[src/rtl/jtag_halt_ctrl_pkg.sv]
// Shared core defines: pipeline hold-flag encodings plus the debug halt sequencer
// state encodings and drain-counter width used by jtag_halt_ctrl.
package jtag_halt_ctrl_pkg;

  localparam int HoldFlagBusW = 3;
  typedef logic [HoldFlagBusW-1:0] Hold_Flag_Bus;

  localparam Hold_Flag_Bus Hold_None = 3'b000;
  localparam Hold_Flag_Bus Hold_Pc   = 3'b001;
  localparam Hold_Flag_Bus Hold_If   = 3'b010;
  localparam Hold_Flag_Bus Hold_Id   = 3'b011;

  localparam logic HoldEnable  = 1'b1;
  localparam logic HoldDisable = 1'b0;

  localparam int JHaltStateBus = 2;
  typedef enum logic [JHaltStateBus-1:0] {
    JHaltRun    = 2'd0,
    JHaltDrain  = 2'd1,
    JHaltHalted = 2'd2,
    JHaltStep   = 2'd3
  } jhalt_state_t;

  localparam int JHaltCntW = 4;

endpackage

[src/rtl/jtag_halt_ctrl.sv]
// Debug halt sequencer: turns JTAG halt/resume/step requests into the pipeline
// halt request and reports halted once the pipeline has drained.
// Optional single-step support is built when JTAG_SINGLE_STEP_EN is defined.
module jtag_halt_ctrl
  import jtag_halt_ctrl_pkg::*;
#(
  parameter int DRAIN_CYCLES = 3
) (
  input  logic         clk,
  input  logic         rst,
  input  logic         halt_req_i,
  input  logic         resume_req_i,
  input  logic         step_req_i,
  input  logic         retire_i,
  input  logic         jump_flag_i,
  input  Hold_Flag_Bus hold_flag_i,
  output logic         jtag_halt_flag_o,
  output logic         halted_o,
  output logic         resume_ack_o
);

  localparam logic [JHaltCntW-1:0] DrainTarget = JHaltCntW'(DRAIN_CYCLES);
  localparam logic [JHaltCntW-1:0] CntMax      = '1;

  jhalt_state_t          state_q, state_d;
  logic [JHaltCntW-1:0]  cnt_q, cnt_d;
  logic                  ack_d;
  logic                  flag_d;
  logic                  halted_d;

`ifndef JTAG_SINGLE_STEP_EN
  logic unused_step_inputs;
  assign unused_step_inputs = step_req_i ^ retire_i;
`endif

  always_comb begin
    state_d = state_q;
    cnt_d   = cnt_q;
    ack_d   = 1'b0;
    case (state_q)
      JHaltRun: begin
        if (halt_req_i) begin
          state_d = JHaltDrain;
          cnt_d   = '0;
        end
      end
      JHaltDrain: begin
        // A foreign hold (e.g. a bus stall on Hold_Pc) means the ID hold is not
        // really in force, so the drain window restarts from zero.
        if (resume_req_i) begin
          state_d = JHaltRun;
          cnt_d   = '0;
          ack_d   = 1'b1;
        end else if (hold_flag_i != Hold_Id) begin
          cnt_d = '0;
        end else if (cnt_q == DrainTarget) begin
          state_d = JHaltHalted;
          cnt_d   = '0;
        end else if (!jump_flag_i && cnt_q != CntMax) begin
          cnt_d = cnt_q + 1'b1;
        end
      end
      JHaltHalted: begin
        if (resume_req_i) begin
          state_d = JHaltRun;
          ack_d   = 1'b1;
        end
`ifdef JTAG_SINGLE_STEP_EN
        else if (step_req_i) begin
          state_d = JHaltStep;
        end
`endif
      end
`ifdef JTAG_SINGLE_STEP_EN
      JHaltStep: begin
        if (resume_req_i) begin
          state_d = JHaltRun;
          ack_d   = 1'b1;
        end else if (retire_i) begin
          state_d = JHaltDrain;
          cnt_d   = '0;
        end
      end
`endif
      default: begin
        state_d = JHaltRun;
        cnt_d   = '0;
      end
    endcase

    flag_d   = (state_d == JHaltDrain) || (state_d == JHaltHalted);
    halted_d = (state_d == JHaltHalted);
  end

  // Outputs are registered from the next state so they change on the same edge as the state.
  always_ff @(posedge clk or posedge rst) begin
    if (rst) begin
      state_q          <= JHaltRun;
      cnt_q            <= '0;
      jtag_halt_flag_o <= HoldDisable;
      halted_o         <= 1'b0;
      resume_ack_o     <= 1'b0;
    end else begin
      state_q          <= state_d;
      cnt_q            <= cnt_d;
      jtag_halt_flag_o <= flag_d ? HoldEnable : HoldDisable;
      halted_o         <= halted_d;
      resume_ack_o     <= ack_d;
    end
  end

endmodule
[config.mk]
export PLATFORM = sky130hd
export DESIGN_NAME = jtag_halt_ctrl
export DESIGN_NICKNAME = d
export VERILOG_FILES = /design/src/rtl/jtag_halt_ctrl_pkg.sv /design/src/rtl/jtag_halt_ctrl.sv
export SDC_FILE = /design/constraint.sdc
export NUM_CORES = 1
export LEC_CHECK = 0
export BUFFER_PORTS_ARGS = -buffer_cell sky130_fd_sc_hd__buf_2
export CORE_AREA = 2 2 39 41
export CTS_CLUSTER_DIAMETER = 50
export DETAILED_ROUTE_END_ITERATION = 7
export DIE_AREA = 0 0 41 43
export GPL_ROUTABILITY_DRIVEN = 1
export GPL_TIMING_DRIVEN = 0
export PLACE_DENSITY = 0.75
export SKIP_CTS_REPAIR_TIMING = 1
export SYNTH_ARGS = -nofsm -noshare
export SYNTH_HDL_FRONTEND = slang
export SYNTH_SLANG_ARGS = --single-unit
[constraint.sdc]
create_clock -name clk -period 4.6 [get_ports clk]
set_input_delay 0.23 -clock clk [delete_from_list [all_inputs] [get_ports clk]]
set_output_delay 0.23 -clock clk [all_outputs]
set_load 0.05 [all_outputs]
==> impl_metrics.yaml <==
clocking:
  cts.sinks: 9
  cts_root_buffer: "clkbuf_4"
  clk_pin_slew_ns: 0.06
  clockBufferDepth: 2
  cts_tree: "yes"
  htree_levels: 1
  clock_latency_ns: 0.26
  cts_inserted_buffers: 3
logic_synthesis:
  syn_area_per_cell_um2: 10.2
  syn-num-nets: 71
  syn_area_um2: 562
  ys.flop_type: "dfrtp_1"
  synth_seq_area_share_pct: 40.1
  synth_cell_types: 28
  ys_seq_elements: 9
  yosys_warnings: 0
  async_reset_ff_share_pct: 100
  synth_edf_count: 0
  synthCells: 55
drt:
  via_per_inst: 5.26
  dr.first_iter.drc_count: 3
  drt-total-wl_um: 1020
  ant_nets: 0
  wl_per_cell_um: 11.8
  dr.pass1.iters: 4
  drc_errors: 0
  via_count: 452
worst_setup_path:
  r2r_slack_ns: 2.91
  startpoint: "state_q[0]"
  worst_ep_required_time_ns: 4.75
  cp-start-kind: "register"
  cp.arrival_ns: 1.84
  cp-endpoint: "jtag_halt_flag_o"
  path_class: "register to register"
  worstRegToRegCells: 8
  cp_max_fo: 5
  reg2reg_from: "state_q[0]"
  end_kind: "register"
  timing.rr.end: "jtag_halt_flag_o"
floorplan:
  die_h_um: 43
  rows: 14
  start_util_pct: 40.6
  ios: 13
  core_area_um2: 1380
  die_x_um: 41
  dieArea_um2: 1760
placement:
  routabilityCongestion: 0.768
  hpwl_um: 802
  dp_slack_ns: 2.92
  io_buffers: 10
job:
  max_cap_violations: 0
power_and_ir_drop:
  power.leakage_nw: 0.360
  cellPowerDensity_nw_per_um2: 384
  vdd_drop_max_uv: 247
timing:
  post-route-worst-setup-slack_ns: 2.91
  max_slew_margin_pct: 76.9
  hold_viol_final: 0
  slew_viol_final: 0
  clock_skew_ns: 0.00591
  fin_crit_ns: 1.69
  rsz0062_at_grt: "no"
  finalCritPeriodShare_pct: 36.8
  setup_tns_ns: 0
  worst_pin_slew_ns: 0.342
  timing.fmax_mhz: 591
  setup_viol: 0
global_route:
  grt_pass1_wl_um: 1820
  grt_pass1_vias: 434
  grtUsageMet2_pct: 22.2
  grt_max_degree: 10
  grtUsageMet3_pct: 3.14
  busiest_layer: "met2"
  grtUsageTotal_pct: 15.8
  overflow: 0
  antenna_found_initial: 0
  met1_usage_pct: 20.5
layout:
  final_cell_mix: "buf_2 (10), dfrtp_1 (9), nor2_1 (6), ha_1 (6), inv_1 (5)"
  fillerInstances: 136
  syn2layout_area_growth_pct: 18.9
  drive_above_1_share_pct: 25.7
  fin_util_pct: 48.3
  final_common_cell: "buf_2"
  final_nets: 87
  n_antenna_cell: 0
status:
  outcome: "finished, final reports clean"
min_path:
  hold_path.class: "input pin to register"
==> cell families (layout without fill, tap and decap cells) <==
group,count (synthesis),count (layout),share of synthesized area (%)
compound gates,14,14,19.6
fa+ha+maj,6,6,13.4
buf+inv,5,20,3.34
flops,9,9,40.1
simple gates,21,21,23.6
==> registers in the layout (all words and copies together), names as in the netlist <==
name              count
resume_ack_o          1
state_q               2
jtag_halt_flag_o      1
cnt_q                 4
halted_o              1
==> per-layer routing <==
layer,share of wire (%),routed length [µm]
met5,0,0
met4,2.7,27
met3,3.2,33
met2,49,501
met1,45,453
==> synthesized netlist by cell type (2+ instances only) <==
master	count	area [µm²]
nor2_1	6	22.5
a21oi_1	2	10.0
o21ai_0	3	15.0
nand2_1	2	7.51
inv_1	5	18.8
ha_1	6	75.1
dfrtp_1	9	225
a22o_1	2	17.5
==> where the power goes <==
group | total, mW | leakage (nW) | switching (mW) | internal (mW)
clock | 0.0592 | 0.0150 | 0.0258 | 0.0333
combinational | 0.0995 | 0.223 | 0.0670 | 0.0325
sequential | 0.0977 | 0.121 | 0.00712 | 0.0906
==> final cells by class <==
type	count	area, µm²	share of cell area (%)
clock buffers	4	26.3	3.93
multi-input cells	41	318	47.6
well taps	16	20.0	3.00
repair buffers	11	60.1	8.99
inverters	5	18.8	2.81
flip-flops and latches	9	225	33.7
==> critical path: stages, from the launching register on <==
cell	delay (ns)
dfrtp_1	0.42
inv_1	0.10
ha_1	0.25
nor2_1	0.07
nor2_1	0.10
a21boi_1	0.20
o21ai_0	0.12
ha_1	0.29
inv_1	0.03
==> stage by stage <==
step	cells	hold WS, ns	instance area [µm²]	total power, mW
3_5_place_dp	81	0.194	632	0.197
3_3_place_gp	81	0.192	632	0.194
5_1_grt	86	0.298	668	0.280
4_1_cts	85	-0.0882	658	0.260
6_report	86	0.304	668	0.256
2_1_floorplan	55	0.0579	562	0.174
==> worst min path at each step <==
stage	from	endpoint	slack, ns	cells after the start
after global placement	rst	resume_ack_o	0.19	2
after detailed placement	rst	cnt_q[1]	0.19	2
after global routing	resume_req_i	resume_ack_o	0.30	2
after CTS	rst	cnt_q[0]	-0.09	2
final	resume_req_i	resume_ack_o	0.30	2
after floorplan	rst	cnt_q[0]	0.06	1
Note: power is estimated with default switching activity, not from simulation.
